## src/rtl/apb_requester.sv

```systemverilog
// APB5 requester: buffers valid/ready commands in a small FIFO and
// replays them as SETUP/ACCESS transfers with an optional PREADY timeout.
module apb_requester #(
  parameter int DATA_WIDTH = 32,
  parameter int ADDR_WIDTH = 32,
  parameter int CMD_DEPTH  = 4,
  parameter int TIMEOUT    = 16
) (
  input  logic                    pclk,
  input  logic                    preset,
  input  logic                    cmd_valid,
  output logic                    cmd_ready,
  input  logic                    cmd_write,
  input  logic [ADDR_WIDTH-1:0]   cmd_addr,
  input  logic [DATA_WIDTH-1:0]   cmd_wdata,
  input  logic [DATA_WIDTH/8-1:0] cmd_strb,
  input  logic [2:0]              cmd_prot,
  output logic                    rsp_valid,
  output logic                    rsp_write,
  output logic [DATA_WIDTH-1:0]   rsp_rdata,
  output logic                    rsp_err,
  output logic                    rsp_timeout,
  output logic                    busy,
  output logic [ADDR_WIDTH-1:0]   paddr,
  output logic [2:0]              pprot,
  output logic                    psel,
  output logic                    penable,
  output logic                    pwrite,
  output logic [DATA_WIDTH-1:0]   pwdata,
  output logic [DATA_WIDTH/8-1:0] pstrb,
  input  logic                    pready,
  input  logic [DATA_WIDTH-1:0]   prdata,
  input  logic                    pslverr
);

  localparam int SW = DATA_WIDTH / 8;
  localparam int PW = $clog2(CMD_DEPTH);
  localparam int CW = PW + 1;
  localparam int TW = (TIMEOUT < 1) ? 1 : $clog2(TIMEOUT + 1);
  localparam logic [TW-1:0] TLIM =
    TW'((TIMEOUT == 0) ? 0 : TIMEOUT - 1);
  localparam logic [1:0] S_IDLE   = 2'd0;
  localparam logic [1:0] S_SETUP  = 2'd1;
  localparam logic [1:0] S_ACCESS = 2'd2;

  typedef struct packed {
    logic                  write;
    logic [ADDR_WIDTH-1:0] addr;
    logic [DATA_WIDTH-1:0] wdata;
    logic [SW-1:0]         strb;
    logic [2:0]            prot;
  } cmd_t;

  cmd_t            fifo [CMD_DEPTH];
  cmd_t            cmd_in;
  cmd_t            head;
  logic [PW-1:0]   wptr;
  logic [PW-1:0]   rptr;
  logic [CW-1:0]   count;
  logic [1:0]      state;
  logic [TW-1:0]   tcnt;
  logic            push;
  logic            pop;
  logic            done;
  logic            abort;
  logic [DATA_WIDTH-1:0] nxt_wdata;
  logic [SW-1:0]   nxt_strb;

  assign cmd_in = {cmd_write, cmd_addr, cmd_wdata,
                   cmd_strb, cmd_prot};
  assign head = fifo[rptr];

  assign cmd_ready = (count != CW'(CMD_DEPTH));
  assign push = cmd_valid && cmd_ready;
  assign done = (state == S_ACCESS) && pready;
  assign abort = (state == S_ACCESS) && !pready &&
                 (TIMEOUT != 0) && (tcnt == TLIM);
  assign pop = (count != '0) &&
               ((state == S_IDLE) || done);
  assign busy = (state != S_IDLE) || (count != '0);

  // Reads never drive write data or strobes onto the bus
  assign nxt_wdata = head.write ? head.wdata : '0;
  assign nxt_strb  = head.write ? head.strb  : '0;

  always_ff @(posedge pclk) begin
    if (push && !preset) begin
      fifo[wptr] <= cmd_in;
    end
  end

  always_ff @(posedge pclk) begin
    if (preset) begin
      wptr  <= '0;
      rptr  <= '0;
      count <= '0;
    end else begin
      if (push) begin
        wptr <= wptr + PW'(1);
      end
      if (pop) begin
        rptr <= rptr + PW'(1);
      end
      count <= count + CW'(push) - CW'(pop);
    end
  end

  always_ff @(posedge pclk) begin
    if (preset) begin
      state       <= S_IDLE;
      tcnt        <= '0;
      psel        <= 1'b0;
      penable     <= 1'b0;
      pwrite      <= 1'b0;
      paddr       <= '0;
      pprot       <= '0;
      pwdata      <= '0;
      pstrb       <= '0;
      rsp_valid   <= 1'b0;
      rsp_write   <= 1'b0;
      rsp_rdata   <= '0;
      rsp_err     <= 1'b0;
      rsp_timeout <= 1'b0;
    end else begin
      rsp_valid <= 1'b0;
      unique case (1'b1)
        (state == S_IDLE): begin
          if (pop) begin
            state   <= S_SETUP;
            psel    <= 1'b1;
            penable <= 1'b0;
            pwrite  <= head.write;
            paddr   <= head.addr;
            pprot   <= head.prot;
            pwdata  <= nxt_wdata;
            pstrb   <= nxt_strb;
          end
        end
        (state == S_SETUP): begin
          state   <= S_ACCESS;
          penable <= 1'b1;
          tcnt    <= '0;
        end
        (state == S_ACCESS): begin
          if (done) begin
            rsp_valid   <= 1'b1;
            rsp_write   <= pwrite;
            rsp_rdata   <= pwrite ? '0 : prdata;
            rsp_err     <= pslverr;
            rsp_timeout <= 1'b0;
            if (pop) begin
              state   <= S_SETUP;
              penable <= 1'b0;
              pwrite  <= head.write;
              paddr   <= head.addr;
              pprot   <= head.prot;
              pwdata  <= nxt_wdata;
              pstrb   <= nxt_strb;
            end else begin
              state   <= S_IDLE;
              psel    <= 1'b0;
              penable <= 1'b0;
              pwrite  <= 1'b0;
              paddr   <= '0;
              pprot   <= '0;
              pwdata  <= '0;
              pstrb   <= '0;
            end
          end else if (abort) begin
            rsp_valid   <= 1'b1;
            rsp_write   <= pwrite;
            rsp_rdata   <= '0;
            rsp_err     <= 1'b1;
            rsp_timeout <= 1'b1;
            state       <= S_IDLE;
            psel        <= 1'b0;
            penable     <= 1'b0;
            pwrite      <= 1'b0;
            paddr       <= '0;
            pprot       <= '0;
            pwdata      <= '0;
            pstrb       <= '0;
          end else if (TIMEOUT != 0) begin
            tcnt <= tcnt + TW'(1);
          end
        end
        default: begin
          state   <= S_IDLE;
          psel    <= 1'b0;
          penable <= 1'b0;
        end
      endcase
    end
  end

endmodule

```

## config.mk

```make
export PLATFORM = sky130hd
export DESIGN_NAME = apb_requester
export DESIGN_NICKNAME = d
export VERILOG_FILES = /design/src/rtl/apb_requester.sv
export SDC_FILE = /design/constraint.sdc
export NUM_CORES = 1
export LEC_CHECK = 0
export CORE_MARGIN = 2
export CORE_UTILIZATION = 35
export DETAILED_ROUTE_END_ITERATION = 16
export SYNTH_ARGS = -nofsm -noshare
export SYNTH_HDL_FRONTEND = slang
export SYNTH_SLANG_ARGS = --single-unit
```

## constraint.sdc

```tcl
create_clock -name pclk -period 7.8 [get_ports pclk]
set_input_delay 2.34 -clock pclk [delete_from_list [all_inputs] [get_ports pclk]]
set_output_delay 2.34 -clock pclk [all_outputs]
set_load 0.02 [all_outputs]
```

==> impl_results.md, run 1 <==
* Mapped Area at between 10000 and 15000 um2
* ANT nets after route at 0
* Hold crit path type: reg -> reg
* WL per Instance at about 21 um
* Final #Nets at roughly 1100
* CP required at 8190 ps
* Final Hold Vio Count at 0
* Die H at 209.2 um
* Worst rel slew slack at 0.1679
* Layout cell share with drive strength beyond 1 at 0.1608
* DR DRC count at 0
* Leading area contributor after synthesis: edfxtp_1
* CTS tree: yes
* GRT Total Usage at 0.1506
* Cells after Synth at around 800
* Clk buf depth at 3
* CP Capture Type: flop
* Overflow after GRT at 0
* CTS Buf Count at between 40 and 50
* DP Worst Slack at 2680 ps
* Async SR Flop Fraction at 0
* CTS clk-pin slew, worst paths at around 60 ps
* Post-synth top area share at 0.5870
* Critical Path Source Type: input pin
* Period utilization at 0.5862
* Final GP Congestion at 0.7140
* Buffers on Ports at between 200 and 250
* Rows at 75
* Least-Margin Pin Slew at 1247 ps
* Ys flop type: edfxtp_1
* Setup bufs post-CTS at 0
* DR pass1 iterations at 5
* Clock sink count at 413
* Synth top area cells: edfxtp_1 59%, dfxtp_1 17%, mux4_2 11%, a22oi_1 3.5%, a32o_1 2.4%
* Setup TNS at 0 ps
* Iteration-0 DRC Markers at roughly 500
* Mean Syn Cell Area at approximately 19 um2
* Root Driver: clkbuf_16
* Initial Util at 0.3528
* Wire length of the first global-routing pass at 49630 um
* Mapped Nets at slightly above 900
* HPWL Detailed at between 20000 and 25000 um
* Sequential fraction of the synthesis area at 0.7568
* Core area at 41760 um2
* Overall Power at between 6000 and 7000 uW
* Number of synthesized flops with an enable pin at ~290
* Crit Path Class: in -> reg
* Die area at between 40000 and 50000 um2
* CTS H-tree depth at 2
* Die Width at between 200 and 250 um
* Ports at ~220
* Worst vdd ir at approximately 0.18 mV
* Antenna violations before repair at 7
* Worst EP arrival at between 4000 and 5000 ps
* Post-CTS sizing at 0
* Vias in the first global route at 8047
* CTS Hold Bufs at 0
* # setup viols final at 0
* Leak at about 0.0062 uW
* PD cells at between 300 and 400 nW/um2
* Post-synth top cells: 288 x edfxtp_1, 125 x dfxtp_1, 87 x nor2_1
* Maximum number of pins on one net before global-route repair at between 70 and 80
* Clk Latency, worst-skew pair at around 550 ps
* Synth warn at 0
* Outcome: finished clean
* Filler instances at 3609
* Vias per cell at between 4 and 5
* Fmax at roughly 0.22 GHz
* #FFs+latches synth at 413
* Cell variety after synth at 40
* Area grow syn2layout at 29.25%
* Post-Route Skew at between 15 and 20 ps
* DR vias at 7988
* Crit-path max FO at 38
* Unrepaired setup endpoints after global routing: false
* Post-route setup slack at roughly 3200 ps
* Fin. max-slew vios at 0
* Most numerous cell in the Yosys netlist: edfxtp_1
* Crit path time final at roughly 4600 ps
* Final WL at ~33000 um
* MaxCap Viol Count at 0
## kinds of logic after synthesis
kind of cell,after synthesis,synth area share
AO/OA/AOI/OAI,115,0.06462
XOR/XNOR,7,0.004161
adder cells (fa/ha/maj),9,0.008152
buffers and inverters,58,0.01800
flip-flops,413,0.7568
multiplexers,73,0.1107
AND/OR/NAND/NOR,121,0.03754
## cell usage in the layout (no fill, tap or decap), types with 3 or more instances in the layout
cell	Yosys	final
clkbuf_1	27	8
clkinv_1	0	3
nand2_1	7	7
clkdlybuf4s50_1	0	219
a32o_1	36	36
mux4_2	72	72
dfxtp_1	125	123
ha_1	8	8
and2_4	0	4
xnor2_1	4	4
clkbuf_8	0	8
bufinv_16	0	6
clkbuf_16	0	46
diode_2	0	4
nor2_1	87	86
xor2_1	3	3
nor2b_1	3	3
a21oi_1	6	6
a22oi_1	68	68
buf_4	1	11
nor3_1	4	3
clkinv_2	0	7
edfxtp_1	288	288
inv_1	6	6
## cell type report
| class | instances | area, um2 | share of cell area |
|---|---|---|---|
| inverters | 6 | 22.52 | 0.001183 |
| multi-input cells | 325 | 3337 | 0.1752 |
| diodes | 4 | 10.01 | 0.0005256 |
| flip-flops and latches | 413 | 11160 | 0.5859 |
| clock inverters | 21 | 275.3 | 0.01445 |
| clock buffers | 62 | 1291 | 0.06781 |
| well taps | 539 | 674.4 | 0.03541 |
| repair buffers | 230 | 2275 | 0.1194 |
## stage by stage
step	std cells	util	hold slack (ps)	instance area [um2]
floorplan	796	-	464.1	14730
detailed placement	1513	0.4183	469.8	17470
CTS	1596	0.4558	484.6	19030
finish	1600	0.4560	477.5	19040
global route	1596	0.4558	507.4	19030
global placement	1513	0.4183	448.1	17470
## final timing paths
check	startpoint	to	slack, ps	cells past startpoint
worst min register to register	pwdata[23]$_SDFFE_PP0P_	pwdata[23]$_SDFFE_PP0P_	480	1
worst max register to register	tcnt[0]$_SDFFE_PP0P_	pwdata[16]$_SDFFE_PP0P_	4830	8
worst min-delay path	pwdata[23]$_SDFFE_PP0P_	pwdata[23]$_SDFFE_PP0P_	480	1
worst max-delay path	pready	count[2]$_SDFF_PP0_	3230	12
## critical path, cell delays in order
cell and delay [ps]:
clkdlybuf4s50_1 590, nor2b_1 150, nor3_2 120, buf_4 440
ha_1 320, inv_1 50, ha_1 140, inv_1 50
fa_1 400, xor2_1 170, xnor2_1 130, nor2_1 50
## flip-flops by register name (all words and copies together) (netlist names), named ones only
register	cells
state	1
wptr	2
pprot	3
pstrb	4
psel	1
pwrite	1
rsp_write	1
count	3
rsp_valid	1
fifo	288
paddr	32
rsp_err	1
tcnt	5
rsp_rdata	32
rptr	2
rsp_timeout	1
pwdata	32
penable	1
## per-layer routing
layer  vias up  global-route usage  share of wire
li1       3644                   -              -
met1      4033              0.1968           0.43
met2       250              0.2447           0.48
met3        55             0.04479          0.074
met4         6             0.04310          0.021
met5         -                   0         0.0013
## power by group
| part | switching, uW | internal [uW] |
|---|---|---|
| registers | 190 | 2600 |
| logic | 823 | 738 |
| clock network | 845 | 1360 |
| total | 1860 | 4700 |
No activity file was read; power rests on OpenSTA's default activity.
==> run 2: changes to the inputs <==
==> constraint.sdc (replaced) <==
create_clock -name pclk -period 4.15 [get_ports pclk]
set_input_delay 1.245 -clock pclk [delete_from_list [all_inputs] [get_ports pclk]]
set_output_delay 1.245 -clock pclk [all_outputs]
set_load 0.02 [all_outputs]
==> impl_results.md, run 2 (synthesis gave the netlist of run 1 again) <==
* Outcome: finished clean
* Filler instances at approximately 3600
* CP bufs+invs at 1
* PD cells at about 650 nW/um2
* Leading cell types in the layout, fill and taps excluded: 288 x edfxtp_1, 219 x clkdlybuf4s50_1, 123 x dfxtp_1
* Setup TNS at 0 ps
* Fin. max-slew vios at 0
* Worst hold start: pwdata[9]$_SDFFE_PP0P_
* CTS Hold Bufs at 0
* Final GP Congestion at around 0.73
* Rows at 75
* Dpl cells at around 1500
* Crit-path max FO at 4
* Unrepaired setup endpoints after global routing: false
* CP required at approximately 2900 ps
* Reg with most FFs: fifo
* CTS H-tree depth at 2
* Area grow syn2layout at 30.27%
* Fin cells at between 1500 and 2000
* CTS clk-pin slew, worst paths at 60 ps
* Iteration-0 DRC Markers at 373
* Crit path time final at 3327 ps
* WL per Instance at approximately 21 um
* R2r startpoint: count[2]$_SDFF_PP0_
* DR vias at slightly below 8000
* Leak at ~0.0063 uW
* Crit Path Class: reg -> out
* GRT Total Usage at 0.1543
* Hold_ws at 465.4 ps
* Worst flop-to-flop path endpoint: count[2]$_SDFF_PP0_
* Worst EP arrival at roughly 2100 ps
* Fmax at 0.3006 GHz
* Overflow after GRT at 0
* Post-Route Skew at ~13 ps
* Root Driver: clkbuf_16
* Ports at about 220
* Final Hold Vio Count at 0
* Final #Nets at 1148
* Maximum number of pins on one net before global-route repair at between 70 and 80
* Max FFs per register at around 290
* Setup bufs post-CTS at 0
* Endpoint, Worst Hold: pwdata[9]$_SDFFE_PP0P_
* DR DRC count at 0
* Vias in the first global route at 8393
* Hold crit path type: reg -> reg
* Slowest CP cell: clkdlybuf4s50_1
* Die H at 209.2 um
* Overall Power at between 10000 and 15000 uW
* R2r setup slk at around 1700 ps
* Wire length of the first global-routing pass at between 50000 and 60000 um
* Buffers on Ports at 220
* Critical path's top delay family: buffers and inverters
* Reg area at ~11000 um2
* Layout cell share with drive strength beyond 1 at 0.1620
* MaxCap Viol Count at 0
* Hold path depth at 1
* HPWL Detailed at 19570 um
* Multi-input logic area at between 3000 and 4000 um2
* Cell Chain, Critical Path: or3b_2, clkdlybuf4s50_1
* Post-CTS sizing at 0
* Clk buf depth at 3
* DR pass1 iterations at 4
* Clock sink count at about 410
* Least-Margin Pin Slew at about 920 ps
* Initial Util at 0.3528
* Die Width at about 210 um
* Final WL at 33200 um
* Clk Latency, worst-skew pair at between 500 and 600 ps
* Core area at between 40000 and 50000 um2
* ANT nets after route at 0
* Worst vdd ir at about 0.33 mV
* CP Capture Type: output port
* Die area at approximately 44000 um2
* # setup viols final at 0
* Worst rel slew slack at 0.3863
* Critical Path Source Type: flop
* Commonest non-fill, non-tap cell in the layout: edfxtp_1
* Vias per cell at a little under 5
* R2r worst-path depth at 10
* CP max stage delay at 600 ps
* CTS Buf Count at 46
* Period utilization at 0.8016
* CTS tree: yes
* Antenna violations before repair at 5
[run 2: changes by cell type in the layout (fill, tap and decap cells not counted), sizes merged]
cell	change
clkinvlp	-1
buf	+8
diode	-2
clkbuf	+5
bufinv	-1
[run 2: worst register-to-register path, stage by stage, from the launching register on]
cell and delay (ps):
dfxtp_1 400, or3b_2 510, nand2_1 170, ha_1 250
inv_1 60, ha_1 130, inv_1 50, fa_1 390
xor2_1 170, xnor2_1 140, nor2_1 50
[run 2: area by class of cell]
type	instances	share of cell area
Clock buffer	67	0.07001
Multi-Input combinational cell	325	0.1738
Clock inverter	19	0.01141
Inverter	6	0.001173
Tap cell	539	0.03513
Antenna cell	2	0.0002607
Timing Repair Buffer	238	0.1268
Sequential cell	413	0.5813
[run 2: where the power goes]
group / internal [uW] / switching [uW] / leakage, uW
combinational: 1420 / 1580 / 0.00190
sequential: 4890 / 355 / 0.00363
clock: 2550 / 1600 / 0.000763
[run 2: worst max path at each step]
stage | from | endpoint | slack (ps) | cells past startpoint
global route | state[0]$_SDFFE_PP0P_ | busy | 720 | 3
floorplan | preset | fifo[0][0]$_DFFE_PP_ | 390 | 3
detailed placement | pready | count[2]$_SDFF_PP0_ | 540 | 11
global placement | pready | count[2]$_SDFF_PP0_ | 560 | 11
CTS | count[1]$_SDFF_PP0_ | busy | 770 | 3
finish | count[2]$_SDFF_PP0_ | cmd_ready | 820 | 2
[run 2: layer usage]
| metal | wire length, um | global-route usage | up-vias |
|---|---|---|---|
| met1 | 14150 | 0.1922 | 3945 |
| met5 | 45 | 0 | - |
| met4 | 901 | 0.05837 | 8 |
| li1 | - | - | 3662 |
| met3 | 2284 | 0.04524 | 65 |
| met2 | 15810 | 0.2552 | 242 |
[run 2: metrics by stage]
stage / cell area (um2) / util / setup WS, ps
after floorplan: 14730 / - / 390.6
after global placement: 17630 / 0.4221 / 555.8
after detailed placement: 17630 / 0.4221 / 537.7
after CTS: 19190 / 0.4595 / 774.9
after global routing: 19190 / 0.4595 / 723.5
final: 19190 / 0.4597 / 823.5
==> run 3: changes to the inputs <==
==> constraint.sdc (replaced) <==
create_clock -name pclk -period 2.8 [get_ports pclk]
set_input_delay 0.84 -clock pclk [delete_from_list [all_inputs] [get_ports pclk]]
set_output_delay 0.84 -clock pclk [all_outputs]
set_load 0.02 [all_outputs]
==> impl_results.md, run 3 (synthesis gave the netlist of run 1 again) <==
* PD cells at approximately 950 nW/um2
* CTS H-tree depth at 2
* Root Driver: clkbuf_16
* DR vias at a little over 8000
* Crit Path Class: reg -> out
* R2r setup slk at ~380 ps
* Ports at 221
* Worst EP arrival at 1870 ps
* WL per Instance at 20.63 um
* Cell Chain, Critical Path: or3b_2, dlygate4sd2_1
* Die area at around 44000 um2
* Vias in the first global route at roughly 8400
* Fmax at 0.3696 GHz
* Overflow after GRT at 0
* Rows at between 70 and 80
* Die H at between 200 and 250 um
* GRT Total Usage at 0.1554
* Clock sink count at about 410
* DR pass1 iterations at 5
* CP max stage delay at around 520 ps
* Fin cells at roughly 1600
* Leak at between 0.006 and 0.007 uW
* MaxCap Viol Count at 0
* Clk buf depth at 3
* Post-CTS sizing at 3
* CTS clk-pin slew, worst paths at approximately 60 ps
* Area grow syn2layout at 32.18%
* Crit path time final at between 2000 and 3000 ps
* Outcome: finished clean
* Setup bufs post-CTS at 0
* ANT nets after route at 0
* Leading cell types in the layout, fill and taps excluded: 288 x edfxtp_1, 217 x clkdlybuf4s50_1, 123 x dfxtp_1
* Iteration-0 DRC Markers at 584
* Dpl cells at approximately 1500
* Final #Nets at roughly 1200
* Fin. max-slew vios at 0
* Clock power frac at 0.328
* Layout cell share with drive strength beyond 1 at 0.1812
* Hold_ws at approximately 470 ps
* CP required at 1960 ps
* Initial Util at 0.3528
* CP Capture Type: output port
* Max FFs per register at roughly 290
* Fraction of power spent switching nets at 0.2867
* R2r worst-path depth at 10
* Commonest non-fill, non-tap cell in the layout: edfxtp_1
* Sequential power share at 0.416
* Hold path depth at 1
* Comb pwr share at 0.256
* P_int at 13140 uW
* Sw power at around 5300 uW
* DR DRC count at 0
* Core area at 41760 um2
* Antenna violations before repair at 3
* Final GP Congestion at approximately 0.69
* Final Hold Vio Count at 0
* Least-Margin Pin Slew at slightly below 1000 ps
* Unrepaired setup endpoints after global routing: false
* Hold crit path type: reg -> reg
* CTS tree: yes
* CTS Hold Bufs at 0
* Worst vdd ir at a little under 0.5 mV
* Critical Path Source Type: flop
* Reg with most FFs: fifo
* Buffers on Ports at 220
* Crit-path max FO at 4
* Period utilization at 0.9664
* Final WL at 33590 um
* Maximum number of pins on one net before global-route repair at approximately 70
* CTS Buf Count at between 40 and 50
* Die Width at between 200 and 250 um
* # setup viols final at 0
* Worst rel slew slack at 0.3469
* Wire length of the first global-routing pass at between 50000 and 60000 um
* Vias per cell at approximately 5.0
* Clk Latency, worst-skew pair at ~560 ps
* Slowest CP cell: or3b_2
* HPWL Detailed at 20490 um
* Post-Route Skew at roughly 11 ps
==> run 3: power groups by stage <==
stage	sequential, uW	clock, uW	combinational, uW
finish	7660	6040	4720
detailed placement	7790	0	4830
CTS	7680	6220	4840
floorplan	8130	0	2410
global route	7760	6460	5120
global placement	7780	0	4800
==> run 3: critical path: cells and delay by family, from the launching register on <==
kind,cells,cell delay (ps)
AND/OR/NAND/NOR,1,520
flip-flops,1,430
buffers and inverters,1,360
==> run 3: stage by stage <==
step	setup slack [ps]	total power [uW]	util	instance area (um2)	setup TNS, ps
after floorplan	87.64	10540	-	14740	0
after global placement	-128.0	12580	0.4298	17950	-128.0
after detailed placement	-137.9	12620	0.4298	17950	-137.9
after CTS	66.32	18730	0.4663	19470	0
after global routing	15.02	19330	0.4663	19470	0
final	94.08	18420	0.4664	19480	0
==> run 3: final timing paths <==
path                      startpoint                      end
max              count[2]$_SDFF_PP0_                cmd_ready
max reg2reg      count[2]$_SDFF_PP0_      count[2]$_SDFF_PP0_
min reg2reg  pwdata[22]$_SDFFE_PP0P_  pwdata[22]$_SDFFE_PP0P_
min          pwdata[22]$_SDFFE_PP0P_  pwdata[22]$_SDFFE_PP0P_
==> run 3: final cells by class <==
type / count / area (um2)
Inverter: 6 / 22.52
Clock inverter: 24 / 285.3
Clock buffer: 60 / 1235
Timing Repair Buffer: 259 / 2753
Fill cell: 3587 / 22280
Antenna cell: 2 / 5.005
Multi-Input combinational cell: 325 / 3343
Sequential cell: 413 / 11160
Tap cell: 539 / 674.4
==> run 3: metal layers <==
metal,track usage,vias up,part of all wire
met1,0.2002,4125,0.43
met5,0,-,0.00039
met3,0.04253,47,0.068
met4,0.05222,2,0.022
li1,-,3706,-
met2,0.2547,251,0.48
